$ cat config.mk
export PLATFORM = sky130hd
export DESIGN_NAME = tl_phase_timer_flat
export DESIGN_NICKNAME = d
export VERILOG_FILES = /design/src/rtl/tl_phase_timer_pkg.sv /design/src/rtl/tl_phase_timer_if.sv /design/src/rtl/tl_tick_gen.sv /design/src/rtl/tl_phase_timer.sv /design/src/flat_wrapper.sv
export SDC_FILE = /design/constraint.sdc
export NUM_CORES = 1
export LEC_CHECK = 0
export CAP_MARGIN = 20
export CORE_MARGIN = 4
export CORE_UTILIZATION = 30
export CTS_BUF_LIST = sky130_fd_sc_hd__clkbuf_8
export DETAILED_ROUTE_END_ITERATION = 10
export PLACE_DENSITY = 0.59
export SYNTH_ARGS = -nofsm -noshare
export SYNTH_HDL_FRONTEND = slang
export SYNTH_SLANG_ARGS = --single-unit
$ cat constraint.sdc
create_clock -name clk -period 6.1 [get_ports clk]
set_input_delay 0.61 -clock clk [delete_from_list [all_inputs] [get_ports clk]]
set_output_delay 0.61 -clock clk [all_outputs]
set_load 0.03 [all_outputs]
$ cat src/rtl/tl_phase_timer_pkg.sv
`default_nettype none
// ============================================================================
// Module   : tl_pkg
// Brief    : Shared types, lamp encodings and display helpers for the
//            traffic-light phase timer.
// Revision : 1.0 - initial release
// ============================================================================
package tl_pkg;

    // Phase order around the junction; the sequencer steps through these in order.
    typedef enum logic [1:0] {
        NS_GREEN  = 2'd0,
        NS_YELLOW = 2'd1,
        EW_GREEN  = 2'd2,
        EW_YELLOW = 2'd3
    } phase_e;

    // Lamp encodings, bit order {red, yellow, green}.
    localparam logic [2:0] LAMP_RED = 3'b100;
    localparam logic [2:0] LAMP_YEL = 3'b010;
    localparam logic [2:0] LAMP_GRN = 3'b001;
    localparam logic [2:0] LAMP_OFF = 3'b000;

    // Widest counter the BCD helper accepts; callers zero-extend into it.
    localparam int BCD_IN_W = 32;

    // Two BCD digits {tens, ones}; anything above 99 shows as 99.
    function automatic logic [7:0] bin2bcd_sat(input logic [BCD_IN_W-1:0] value);
        logic [6:0] v;
        logic [3:0] tens;
        logic [3:0] ones;
        v    = (value > BCD_IN_W'(99)) ? 7'd99 : value[6:0];
        tens = 4'(v / 7'd10);
        ones = 4'(v % 7'd10);
        return {tens, ones};
    endfunction

    // North-south lamp pattern for a phase.
    function automatic logic [2:0] lamp_ns(input phase_e p);
        case (p)
            NS_GREEN:  return LAMP_GRN;
            NS_YELLOW: return LAMP_YEL;
            default:   return LAMP_RED;
        endcase
    endfunction

    // East-west lamp pattern for a phase.
    function automatic logic [2:0] lamp_ew(input phase_e p);
        case (p)
            EW_GREEN:  return LAMP_GRN;
            EW_YELLOW: return LAMP_YEL;
            default:   return LAMP_RED;
        endcase
    endfunction

endpackage
`default_nettype wire

$ cat src/rtl/tl_phase_timer_if.sv
`default_nettype none
// ============================================================================
// Module   : tl_phase_timer_if
// Brief    : Control / status bundle of the phase timer. The controller side
//            uses the master modport, the timer uses the slave modport.
// Revision : 1.0 - initial release
// ============================================================================
interface tl_phase_timer_if #(
    parameter int CNT_W = 8
);
    logic             en;
    logic             night;
    logic             cfg_we;
    logic [CNT_W-1:0] cfg_green;
    logic [CNT_W-1:0] cfg_yellow;
    logic             tick;
    logic [1:0]       phase;
    logic             phase_done;
    logic [CNT_W-1:0] remain;
    logic [3:0]       bcd_tens;
    logic [3:0]       bcd_ones;
    logic [2:0]       light_ns;
    logic [2:0]       light_ew;

    modport master (
        output en, night, cfg_we, cfg_green, cfg_yellow,
        input  tick, phase, phase_done, remain, bcd_tens, bcd_ones, light_ns, light_ew
    );

    modport slave (
        input  en, night, cfg_we, cfg_green, cfg_yellow,
        output tick, phase, phase_done, remain, bcd_tens, bcd_ones, light_ns, light_ew
    );
endinterface
`default_nettype wire

$ cat src/rtl/tl_tick_gen.sv
`default_nettype none
// ============================================================================
// Module   : tl_tick_gen
// Brief    : Divide-by-CLK_DIV prescaler with enable and synchronous clear.
//            o_tick is high for the whole cycle in which the count sits at
//            CLK_DIV-1 while enabled.
// Revision : 1.0 - initial release
// ============================================================================
module tl_tick_gen #(
    parameter int CLK_DIV = 50_000_000
) (
    input  wire logic clk,
    input  wire logic rst_n,
    input  wire logic i_en,
    input  wire logic i_clr,
    output logic      o_tick
);

    localparam int                 c_CNT_W = (CLK_DIV > 1) ? $clog2(CLK_DIV) : 1;
    localparam logic [c_CNT_W-1:0] c_LAST  = c_CNT_W'(CLK_DIV - 1);

    logic [c_CNT_W-1:0] r_cnt;

    // Prescaler count: clear wins over enable, wraps after the last count.
    always_ff @(posedge clk or negedge rst_n) begin
        if (!rst_n) begin
            r_cnt <= '0;
        end else if (i_clr) begin
            r_cnt <= '0;
        end else if (i_en) begin
            r_cnt <= (r_cnt == c_LAST) ? '0 : r_cnt + c_CNT_W'(1);
        end
    end

    assign o_tick = i_en & ~i_clr & (r_cnt == c_LAST);

endmodule
`default_nettype wire

$ cat src/rtl/tl_phase_timer.sv
`default_nettype none
// ============================================================================
// Module   : tl_phase_timer
// Brief    : Two-direction traffic-light phase sequencer with one-second
//            prescaler, loadable phase durations, pause and flashing-amber
//            night mode. Remaining time is shown in binary and BCD.
// Revision : 1.0 - initial release
// ============================================================================
module tl_phase_timer
    import tl_pkg::*;
#(
    parameter int CLK_DIV  = 50_000_000,
    parameter int CNT_W    = 8,
    parameter int T_GREEN  = 30,
    parameter int T_YELLOW = 5
) (
    input  wire logic        clk,
    input  wire logic        rst_n,
    tl_phase_timer_if.slave  bus
);

    localparam logic [CNT_W-1:0] c_RST_GREEN  = CNT_W'(T_GREEN);
    localparam logic [CNT_W-1:0] c_RST_YELLOW = CNT_W'(T_YELLOW);

    // A zero duration would stall the countdown, so it is run as one tick.
    function automatic logic [CNT_W-1:0] f_load(input logic [CNT_W-1:0] v);
        return (v == '0) ? CNT_W'(1) : v;
    endfunction

    phase_e           r_phase;
    logic [CNT_W-1:0] r_remain;
    logic             r_phase_done;
    logic [2:0]       r_light_ns;
    logic [2:0]       r_light_ew;
    logic             r_flash;
    logic             r_night_d;
    logic [CNT_W-1:0] r_shadow_green;
    logic [CNT_W-1:0] r_shadow_yellow;

    phase_e           w_phase_nxt;
    phase_e           w_phase_adv;
    logic [CNT_W-1:0] w_remain_nxt;
    logic             w_done_nxt;
    logic [2:0]       w_light_ns_nxt;
    logic [2:0]       w_light_ew_nxt;
    logic             w_flash_nxt;
    logic             w_run;
    logic             w_night_exit;
    logic             w_phase_tick;
    logic             w_flash_tick;
    logic [7:0]       w_bcd;

    assign w_run        = bus.en & ~bus.night;
    assign w_night_exit = ~bus.night & r_night_d;

    // Phase prescaler: parked at zero through night and the exit cycle so the
    // first normal tick lands a full period after the exit edge.
    tl_tick_gen #(.CLK_DIV(CLK_DIV)) u_phase_tick (
        .clk    (clk),
        .rst_n  (rst_n),
        .i_en   (w_run),
        .i_clr  (bus.night | r_night_d),
        .o_tick (w_phase_tick)
    );

    // Flash prescaler: runs only in night mode, otherwise held cleared.
    tl_tick_gen #(.CLK_DIV(CLK_DIV)) u_flash_tick (
        .clk    (clk),
        .rst_n  (rst_n),
        .i_en   (bus.night),
        .i_clr  (~bus.night),
        .o_tick (w_flash_tick)
    );

    // Shadow durations; the running countdown is never touched here.
    always_ff @(posedge clk or negedge rst_n) begin
        if (!rst_n) begin
            r_shadow_green  <= c_RST_GREEN;
            r_shadow_yellow <= c_RST_YELLOW;
        end else if (bus.cfg_we) begin
            r_shadow_green  <= bus.cfg_green;
            r_shadow_yellow <= bus.cfg_yellow;
        end
    end

    // Sequencer state register.
    always_ff @(posedge clk or negedge rst_n) begin
        if (!rst_n) begin
            r_phase      <= NS_GREEN;
            r_remain     <= c_RST_GREEN;
            r_phase_done <= 1'b0;
            r_light_ns   <= LAMP_GRN;
            r_light_ew   <= LAMP_RED;
            r_flash      <= 1'b0;
            r_night_d    <= 1'b0;
        end else begin
            r_phase      <= w_phase_nxt;
            r_remain     <= w_remain_nxt;
            r_phase_done <= w_done_nxt;
            r_light_ns   <= w_light_ns_nxt;
            r_light_ew   <= w_light_ew_nxt;
            r_flash      <= w_flash_nxt;
            r_night_d    <= bus.night;
        end
    end

    // Next-state: night overrides everything, then night exit, then ticks.
    // Reloads read the shadow registers before any coincident cfg_we lands.
    always_comb begin
        w_phase_nxt    = r_phase;
        w_remain_nxt   = r_remain;
        w_done_nxt     = 1'b0;
        w_light_ns_nxt = r_light_ns;
        w_light_ew_nxt = r_light_ew;
        w_flash_nxt    = 1'b0;
        w_phase_adv    = phase_e'(r_phase + 2'd1);

        if (bus.night) begin
            w_flash_nxt    = r_flash ^ w_flash_tick;
            w_remain_nxt   = '0;
            w_light_ns_nxt = {1'b0, w_flash_nxt, 1'b0};
            w_light_ew_nxt = {1'b0, w_flash_nxt, 1'b0};
        end else if (w_night_exit) begin
            w_phase_nxt    = NS_GREEN;
            w_remain_nxt   = f_load(r_shadow_green);
            w_light_ns_nxt = lamp_ns(NS_GREEN);
            w_light_ew_nxt = lamp_ew(NS_GREEN);
        end else if (w_phase_tick) begin
            if (r_remain > CNT_W'(1)) begin
                w_remain_nxt = r_remain - CNT_W'(1);
            end else begin
                w_phase_nxt    = w_phase_adv;
                w_done_nxt     = 1'b1;
                w_light_ns_nxt = lamp_ns(w_phase_adv);
                w_light_ew_nxt = lamp_ew(w_phase_adv);
                if ((w_phase_adv == NS_GREEN) || (w_phase_adv == EW_GREEN)) begin
                    w_remain_nxt = f_load(r_shadow_green);
                end else begin
                    w_remain_nxt = f_load(r_shadow_yellow);
                end
            end
        end
    end

    assign w_bcd = bin2bcd_sat(BCD_IN_W'(r_remain));

    assign bus.tick       = w_phase_tick | w_flash_tick;
    assign bus.phase      = r_phase;
    assign bus.phase_done = r_phase_done;
    assign bus.remain     = r_remain;
    assign bus.bcd_tens   = w_bcd[7:4];
    assign bus.bcd_ones   = w_bcd[3:0];
    assign bus.light_ns   = r_light_ns;
    assign bus.light_ew   = r_light_ew;

endmodule
`default_nettype wire

$ cat src/flat_wrapper.sv
// flat-port wrapper written by rule: the top's interface ports become plain ports
module tl_phase_timer_flat import tl_pkg::*;
#(
    parameter int CLK_DIV  = 50_000_000,
    parameter int CNT_W    = 8,
    parameter int T_GREEN  = 30,
    parameter int T_YELLOW = 5
)
  (clk, rst_n, bus_en, bus_night, bus_cfg_we, bus_cfg_green, bus_cfg_yellow, bus_tick, bus_phase, bus_phase_done, bus_remain, bus_bcd_tens, bus_bcd_ones, bus_light_ns, bus_light_ew);
  tl_phase_timer_if #(.CNT_W(CNT_W)) bus_i ();
  input  wire logic clk;
  input  wire logic rst_n;
  input wire logic [$bits(bus_i.en)-1:0] bus_en;
  input wire logic [$bits(bus_i.night)-1:0] bus_night;
  input wire logic [$bits(bus_i.cfg_we)-1:0] bus_cfg_we;
  input wire logic [$bits(bus_i.cfg_green)-1:0] bus_cfg_green;
  input wire logic [$bits(bus_i.cfg_yellow)-1:0] bus_cfg_yellow;
  output wire logic [$bits(bus_i.tick)-1:0] bus_tick;
  output wire logic [$bits(bus_i.phase)-1:0] bus_phase;
  output wire logic [$bits(bus_i.phase_done)-1:0] bus_phase_done;
  output wire logic [$bits(bus_i.remain)-1:0] bus_remain;
  output wire logic [$bits(bus_i.bcd_tens)-1:0] bus_bcd_tens;
  output wire logic [$bits(bus_i.bcd_ones)-1:0] bus_bcd_ones;
  output wire logic [$bits(bus_i.light_ns)-1:0] bus_light_ns;
  output wire logic [$bits(bus_i.light_ew)-1:0] bus_light_ew;
  assign bus_i.en = bus_en;
  assign bus_i.night = bus_night;
  assign bus_i.cfg_we = bus_cfg_we;
  assign bus_i.cfg_green = bus_cfg_green;
  assign bus_i.cfg_yellow = bus_cfg_yellow;
  assign bus_tick = bus_i.tick;
  assign bus_phase = bus_i.phase;
  assign bus_phase_done = bus_i.phase_done;
  assign bus_remain = bus_i.remain;
  assign bus_bcd_tens = bus_i.bcd_tens;
  assign bus_bcd_ones = bus_i.bcd_ones;
  assign bus_light_ns = bus_i.light_ns;
  assign bus_light_ew = bus_i.light_ew;
  tl_phase_timer #(.CLK_DIV(CLK_DIV), .CNT_W(CNT_W), .T_GREEN(T_GREEN), .T_YELLOW(T_YELLOW)) u_core (.clk(clk), .rst_n(rst_n), .bus(bus_i));
endmodule
Word-level counts from Yosys, hierarchy flattened

Cells that the tools add are included.

Memory bits (writable): 0
Register bits: 87
Output and inout bits: 26
Input port bits: 21
Bits in read-only memories: 0
Word-level logic and storage cells: 76
Bits in latches: 0
Memories: 0

Multipliers: 0
Multiplexer cells: 31
Bitwise logic cells: 10
Add/subtract/negate cells: 4
Reduce and logical (&&, ||, !) cells: 9
Magnitude comparators: 2
Shift-type cells: 0
Eq/ne operators: 7
Divide/modulo/power cells: 2

Operators with widths:

| operator              | count |
|---|---|
| $mux 26               | 5 |
| $mux 8                | 7 |
| $add 26x1->26 const B | 2 |
| $eq 26x26->1 const B  | 2 |
| $mux 3                | 8 |
| $logic_not 8->1       | 2 |
| $pmux 3 s2            | 2 |
| $gt 8x1->1 const B    | 1 |
| $gt 8x7->1 const B    | 1 |
| $sub 8x1->8 const B   | 1 |
| $div 7x4->7 const B   | 1 |
| $mod 7x4->7 const B   | 1 |
| $mux 7                | 1 |
| $mux 2                | 3 |
| $and 1x1->1           | 5 |
| $mux 1                | 5 |
| $eq 2x2->1 const B    | 2 |
| $reduce_bool 2->1     | 2 |
| $ne 3x2->1 const B    | 1 |
| $reduce_and 3->1      | 1 |
| $reduce_bool 3->1     | 1 |
| $add 2x1->2 const B   | 1 |
| $eq 2x1->1 const B    | 1 |
| $logic_not 2->1       | 1 |
| other kinds (6)       | 8 |

Depth between registers and ports, before layout

Gate-level depths: netlist of the first run.

Word-level depth: 8
Depth in mapped cells: 19
Gate-level depth less buffers: 16

Hierarchy

A second synthesis of the first run with hierarchy kept.

Cells, all modules: 674
Area total of the unflattened synthesis: 5880.6 sq um

By module, submodules not included:

| module         | sequential area each (sq um) | cells each | instances | area each (sq um) |
|---|---|---|---|---|
| tl_tick_gen    | 650.6                        | 195        | 2         | 1667.8 |
| tl_phase_timer | 890.9                        | 284        | 1         | 2544.9 |

Worst setup path before layout of the first run

OpenSTA, ideal clock, no wires.

Kind: register to output
From: register u_core.r_remain[6], in the netlist u_core.bus.remain[6]
To: output bus_bcd_ones[1]
Data required time: 5490 ps
Arrival: 4520 ps
Setup slack: 970 ps
Stages on the path, launching flop included: 20
Buffers on the path: 3
Path through: dfrtp_1 -> buf_6 -> buf_4 -> a21oi_2 -> and2_1 -> ha_1 -> a21o_1 -> a211oi_1 -> ha_1 -> a2111oi_4 -> or2_2 -> a31o_4 -> o21ai_0 -> a21oi_1 -> ha_1 -> clkbuf_1 -> o21ai_0 -> a221oi_1 -> a211oi_2 -> xnor2_1

Cells in the longest elaborated chain, start to end: 3

RTL lines:

| item                   | RTL line                 | text |
|---|---|---|
| from (decl)            | tl_phase_timer.sv:31     | `logic [CNT_W-1:0] r_remain;` |
| from (signal assigned) | tl_phase_timer.sv:90     | `r_remain <= c_RST_GREEN;` |
| from (signal assigned) | tl_phase_timer.sv:98     | `r_remain <= w_remain_nxt;` |
| $gt 8x7->1             | tl_phase_timer_pkg.sv:32 | `v = (value > BCD_IN_W'(99)) ? 7'd99 : value[6:0];` |
| $mux 7 *               | tl_phase_timer_pkg.sv:32 |  |
| $mod 7x4->7 *          | tl_phase_timer_pkg.sv:34 | `ones = 4'(v % 7'd10);` |
| to (decl)              | flat_wrapper.sv:23       | `output wire logic [$bits(bus_i.bcd_ones)-1:0] bus_bcd_ones;` |

Mark *: on every way between the ends. The rest lies on a longest branch, timed or not.

Worst setup path in the final report of the first run

From: register u_core.r_remain[6], in the netlist u_core.bus.remain[6]
To: output bus_bcd_ones[2]

The elaborated chain is that of the path after synthesis.

==> results of run 1 <==
[what timing repair did]
action / CTS / global route
resized for setup: 0 / 6
buffers inserted: 0 / 1
endpoints found under the setup margin: 0 / 4
[how the worst min path moves through the flow]
stage / startpoint / cells past startpoint / endpoint
finish: rst_n / 1 / u_core.u_phase_tick.r_cnt[21]$_DFFE_PN0P_
global route: rst_n / 1 / u_core.u_phase_tick.r_cnt[20]$_DFFE_PN0P_
CTS: rst_n / 1 / u_core.u_phase_tick.r_cnt[23]$_DFFE_PN0P_
detailed placement: rst_n / 1 / u_core.u_phase_tick.r_cnt[23]$_DFFE_PN0P_
global placement: rst_n / 1 / u_core.u_phase_tick.r_cnt[23]$_DFFE_PN0P_
floorplan: rst_n / 0 / u_core.bus.light_ew[0]$_DFFE_PN0P_
[sequential cells by signal, summed over array words and instances, names as in the netlist]
signal / count
u_core.bus.phase_done: 1
u_core.r_shadow_green: 8
u_core.bus.light_ns: 3
u_core.u_phase_tick.r_cnt: 26
u_core.r_flash: 1
u_core.u_flash_tick.r_cnt: 26
u_core.bus.light_ew: 3
u_core.bus.phase: 2
u_core.bus.remain: 8
u_core.r_night_d: 1
u_core.r_shadow_yellow: 8
[routing by layer]
layer	global-route usage, %	wire length, um	vias up
met5	0	0	-
met4	4.83	236	0
met3	2.85	514	20
met2	20.3	5460	76
met1	17.5	5590	2020
li1	-	-	2059
[power breakdown]
group          internal [mW]  leakage [nW]  switching (mW)
clock network          0.161         0.101           0.238
registers              0.607          1.14          0.0421
logic                  0.236          1.10           0.332
[area by class of cell]
type | instances | area [um^2]
clock inverters | 7 | 73.8
repair buffers | 50 | 490
fillers | 1647 | 10700
multi-input cells | 428 | 2660
inverters | 12 | 45.0
well taps | 220 | 275
clock buffers | 9 | 124
flip-flops and latches | 87 | 2200
[layout by cell type (no fill, tap or decap), types with 6 or more instances in the layout]
master and instances:
clkbuf_8 9, inv_1 12, mux2_2 16, nor4b_1 6
nor2_1 66, nand3_1 31, xnor2_1 12, and2_1 6
dfrtp_1 72, o21ai_0 48, xor2_1 19, nor3_1 17
nand2_1 55, ha_1 10, and3_1 9, o31ai_1 10
a21oi_1 32, dfstp_2 12, clkdlybuf4s50_1 44, nand4_1 10
[worst max-delay path: cells and delay by family, from the launching register on]
kind,cells,cell delay [ns]
AOI/OAI and AO/OA,11,2.35
adders and majority gates,3,0.80
buffers and inverters,1,0.60
DFF,1,0.53
and+or+nand+nor,2,0.41
[through the flow]
| step | power [mW] | hold WS (ns) | area, um^2 |
|---|---|---|---|
| after floorplan | 1.04 | 0.314 | 5050 |
| after CTS | 1.62 | 0.0574 | 5850 |
| after global routing | 1.71 | 0.0566 | 5870 |
| after global placement | 1.20 | 0.460 | 5650 |
| after detailed placement | 1.22 | 0.464 | 5650 |
| final | 1.62 | 0.0656 | 5870 |
[logic make-up after synthesis]
kind of cell	count (synthesis)
AO/OA/AOI/OAI	135
XOR/XNOR	31
adder cells (fa/ha/maj)	11
buffers and inverters	41
flip-flops	87
multiplexers	18
AND/OR/NAND/NOR	233
==> impl_results.md, run 1 <==
* RD Place Congestion at 0.845
* CTS Root Buffer Type: clkbuf_8
* Antenna-violating nets left at 0
* Compound-Gate Fraction of Synth Area at 18.1%
* Final setup viols at 0
* Initial DRC Count at 278
* Synth area leader: dfrtp_1
* Adder-Cell Fraction of Synth Area at 2.73%
* Beginning of the critical path: u_core.bus.remain[6]$_DFFE_PN0P_
* Yosys Warn Count at 0
* Worst setup margin at 0.404 ns
* RSZ-0062 raised after global routing: false
* Final core utilization at 35.5%
* Clock buffer count from CTS at 9
* Worst hold path class: in -> async
* Register area share after synthesis at 43.4%
* Remaining DRCs at 0
* Yosys cell types at 61
* Post-DR vias/cell at 5.14
* Max Buffers Root-to-Sink at 2
* Register bit total from synthesis at 87
* Final Hold Fails at 0
* Worst Path Max Fanout at 18
* EDFF count, synth at 0
* Via count at 4175
* Placed insts at 796
* PD cells at 276 mW/mm^2
* Clock Sinks at 87
* Worst Reg-to-Reg Cells at 8
* Total GRT Usage at 12.9%
* Clock H-tree levels at 3
* RR Startpoint: u_core.u_phase_tick.r_cnt[0]$_DFFE_PN0P_
* Core Box Area at 0.0165 mm^2
* Async S/R FF share, synth at 100%
* Drt total wl at 11800 um
* Share of the synthesized area in the top cell type at 37.2%
* Synth Cell Area at 0.00505 mm^2
* Crit path to: bus_bcd_ones[2]
* Critical R2R Capture: u_core.u_phase_tick.r_cnt[14]$_DFFE_PN0P_
* Final layout net count at 620
* CTS tree: done
* Total negative slack at 0 ns
* Max_cap viols at 0
* Status: finished clean
* Slew margin rel. at 33.5%
* Worst vdd ir at 0.250 mV
* Top FF cell, synth: dfrtp_1
* DIE AREA at 0.0190 mm^2
* Pin count of the biggest net entering global routing at 77
* Worst-Skew Late Latency at 0.37 ns
* Slack of the worst reg-to-reg path at 3.35 ns
* Hpwl dp at 8400 um
* Critical Path Sink Type: output port
* Startpoint types: register
* Final period utilization at 93.4%
* Crit path time final at 5.70 ns
* Fmax at 176 MHz
* Starting Density at 30.5%
* Syn_nets at 588
* First-pass GRT wire length at 19900 um
* Post-synthesis simple-gate area fraction at 22.5%
* Routed wire per std cell at 14.5 um
* Worst-path clk slew at 0.11 ns
* Mux contribution to synthesized area at 3.97%
* Crit-path cells: a21oi_2 > and2_1 > ha_1 > a21o_1 > a211oi_1 > ha_1 > a2111oi_4 > or2_2 > a31o_4 > o21ai_0 > a21oi_1 > ha_2 > o21ai_0 > o21ai_0 > a21oi_1 > a311o_1 > clkdlybuf4s50_1
* Port bufs at 46
* I/O Pins at 47
* GRT overflow at 0
* Dpl ws at 0.635 ns
* P&R area growth vs syn at 16.2%
* Chip width at 138 um
* Vias in the first global route at 4021
* Initial antenna violation count at 0
* Worst slew pin tran at 0.997 ns
* Post-CTS Hold Buffers at 0
* Most instantiated library cell after synthesis: dfrtp_1
* Kind of critical path: reg -> out
* Worst EP required at 5.49 ns
* Largest family of logic cells by synthesized area: simple AND/OR/NAND/NOR gates
* Layout cells sized above 1 at 11.6%
* Pre-antenna DRT Iters at 4
* CP max-delay cell: clkdlybuf4s50_1
* Final non-filler cell total at 813
* Slowest Stage Delay on Critical Path at 0.60 ns
* CP most frequent cell: o21ai_0
* Syn Area/Cell at 9.08 um^2
* Die Ht at 138 um
* Post-Synth XOR/XNOR Area at 5.38%
* Synth Instances at 556
* Largest cells by area after synthesis: dfrtp_1 37%, dfstp_2 6.2%, nor2_1 5.0%, o21ai_0 4.8%, nand2_1 4.1%
* Num rows at 47
* LEAKAGE at 2.34 nW
* Antenna cells at 0
* Commonest cells in the netlist: 75 x dfrtp_1, 67 x nor2_1, 55 x nand2_1
* Worst Skew at 0.0174 ns
* Worst Path Arrival at 5.09 ns
* Slew Limit Fails at 0
No activity file was read; power rests on OpenSTA's default activity.
==> run 2, diff against run 1 <==
--- a/config.mk
+++ b/config.mk
@@ -10,7 +10,7 @@
 export CORE_UTILIZATION = 30
 export CTS_BUF_LIST = sky130_fd_sc_hd__clkbuf_8
 export DETAILED_ROUTE_END_ITERATION = 10
-export PLACE_DENSITY = 0.59
+export PLACE_DENSITY = 0.55
 export SYNTH_ARGS = -nofsm -noshare
 export SYNTH_HDL_FRONTEND = slang
 export SYNTH_SLANG_ARGS = --single-unit
==> run 2 against run 1 <==
Register-to-register slack got worse by 0.08 ns; sequential power barely moved; wire length rose by 2.7%; flip-flop and latch count did not move; worst setup slack got worse by 0.20 ns; sequential share of layout area barely moved; die area did not move; count of clock-buffer cells in the layout did not move; clock skew fell by 0.0041 ns; largest power group unchanged.
==> impl_results.md, run 2 (same netlist as run 1, synthesis figures left out) <==
* P&R area growth vs syn at 16.2%
* Core Box Area at 0.0165 mm^2
* Power Total at 1.63 mW
* Worst EP required at 5.49 ns
* # fillers at 1652
* Routed wire per std cell at 14.9 um
* Status: finished clean
* Worst hold slack at 0.0625 ns
* Worst slew pin tran at 0.962 ns
* Routing usage on met3 at 2.67%
* Antenna cells at 0
* Commonest non-fill, non-tap cell in the layout: dfrtp_1
* Pre-antenna DRT Iters at 4
* Slack of the worst reg-to-reg path at 3.27 ns
* M1 GR Usage at 17.9%
* Antenna-violating nets left at 0
* Worst Path Max Fanout at 14
* First-pass GRT wire length at 20200 um
* Most frequent cells in the layout: 73 x dfrtp_1, 66 x nor2_1, 55 x nand2_1
* Crit path time final at 5.90 ns
* Initial DRC Count at 254
* Top Registers: u_core.u_flash_tick.r_cnt: 26 flops, u_core.u_phase_tick.r_cnt: 26 flops
* Remaining DRCs at 0
* Placed inst area at 0.00565 mm^2
* Initial antenna violation count at 0
* Pin count of the biggest net entering global routing at 77
* Port bufs at 46
* Hpwl dp at 8520 um
* RD Place Congestion at 0.847
* Final instance area at 0.00586 mm^2
* Starting Density at 30.5%
* Final core utilization at 35.5%
* Die Ht at 138 um
* RR Startpoint: u_core.u_phase_tick.r_cnt[0]$_DFFE_PN0P_
* Final Hold Fails at 0
* Busiest layer in global routing: met2
* CP max-delay cell: clkdlybuf4s50_1
* Final period utilization at 96.7%
* PD cells at 278 mW/mm^2
* Chip width at 138 um
* Drt total wl at 12100 um
* Max_cap viols at 0
* Worst hold path class: in -> async
* Clock buffer count from CTS at 9
* Num rows at 47
* Via count at 4240
* Total GRT Usage at 13.2%
* CTS Root Buffer Type: clkbuf_8
* Startpoint types: register
* Kind of critical path: reg -> out
* Layout cells sized above 1 at 11.3%
* Final layout net count at 619
* Max Buffers Root-to-Sink at 2
* LEAKAGE at 2.34 nW
* Final setup viols at 0
* Critical R2R Capture: u_core.u_phase_tick.r_cnt[14]$_DFFE_PN0P_
* Worst vdd ir at 0.253 mV
* Vias in the first global route at 4005
* M2 GR Usage at 21.3%
* Post-DR vias/cell at 5.22
* Clock H-tree levels at 3
* Worst-Skew Late Latency at 0.37 ns
* Slew margin rel. at 35.8%
* DIE AREA at 0.0190 mm^2
* CP most frequent cell: o21ai_0
* Slowest Stage Delay on Critical Path at 0.60 ns
* I/O Pins at 47
* Worst Path Arrival at 5.29 ns
* Clock Sinks at 87
* Worst-path clk slew at 0.10 ns
* Post-CTS Setup Bufs at 0
* Total negative slack at 0 ns
* Slew Limit Fails at 0
* Fmax at 170 MHz
* Critical Path Sink Type: output port
* Worst Reg-to-Reg Cells at 8
* Worst Skew at 0.0133 ns
* Crit-path cells: a21oi_4 > and2_1 > ha_1 > a21o_1 > a211oi_1 > ha_1 > a2111oi_4 > a311o_1 > o21ai_0 > a21oi_1 > ha_2 > o21ai_0 > o21ai_0 > a21oi_1 > a311o_1 > clkdlybuf4s50_1
* GRT overflow at 0
* CTS tree: done
[run 2: cell types whose count changed in the layout (fill, tap and decap cells not counted), sizes merged]
cell,change
clkinv,-1
buf,-1
inv,+1
[run 2: routing by layer]
metal  vias up  wire, um
li1       2061         -
met1      2094      5720
met2        76      5770
met3         9       483
met4         0       138
met5         -         0
[run 2: area by class of cell]
| class | count | area, um^2 | share of cell area (%) |
|---|---|---|---|
| clock buffer | 9 | 124 | 2.11 |
| multi-input combinational | 428 | 2670 | 45.5 |
| clock inverter | 7 | 71.3 | 1.22 |
| inverter | 12 | 45.0 | 0.768 |
| tap | 220 | 275 | 4.70 |
| timing repair buffer | 49 | 483 | 8.24 |
| sequential | 87 | 2190 | 37.4 |
[run 2: power by group]
group / total [mW] / leakage, nW / switching [mW] / internal (mW)
sequential: 0.650 / 1.14 / 0.0427 / 0.607
combinational: 0.572 / 1.10 / 0.339 / 0.233
clock: 0.407 / 0.102 / 0.245 / 0.162
[run 2: worst max path at each step]
stage / start / endpoint / slack (ns)
global route: u_core.bus.remain[7]$_DFFE_PN0P_ / bus_bcd_ones[2] / -0.005
global placement: u_core.bus.remain[7]$_DFFE_PN0P_ / bus_bcd_ones[1] / 0.89
CTS: u_core.bus.remain[7]$_DFFE_PN0P_ / bus_bcd_ones[2] / 0.12
finish: u_core.bus.remain[7]$_DFFE_PN0P_ / bus_bcd_ones[2] / 0.20
detailed placement: u_core.bus.remain[7]$_DFFE_PN0P_ / bus_bcd_ones[1] / 0.57
floorplan: u_core.bus.remain[6]$_DFFE_PN0P_ / bus_bcd_ones[1] / 0.97
[run 2: worst max-delay path, delay by kind of cell (launching register included)]
kind	cells	cell delay (ns)
compound gates	11	2.74
simple gates	1	0.16
fa+ha+maj	3	0.82
flops	1	0.59
buf+inv	1	0.60
[run 2: timing repair]
item,in CTS,in global routing
hold buffers,0,0
endpoints found under the setup margin,0,4
resized for setup,0,6
[run 2: stage by stage]
step,setup slack (ns),std cells
6_report,0.202,812
5_1_grt,-0.00502,812
4_1_cts,0.120,812
3_5_place_dp,0.569,796
3_3_place_gp,0.890,796
2_1_floorplan,0.970,556
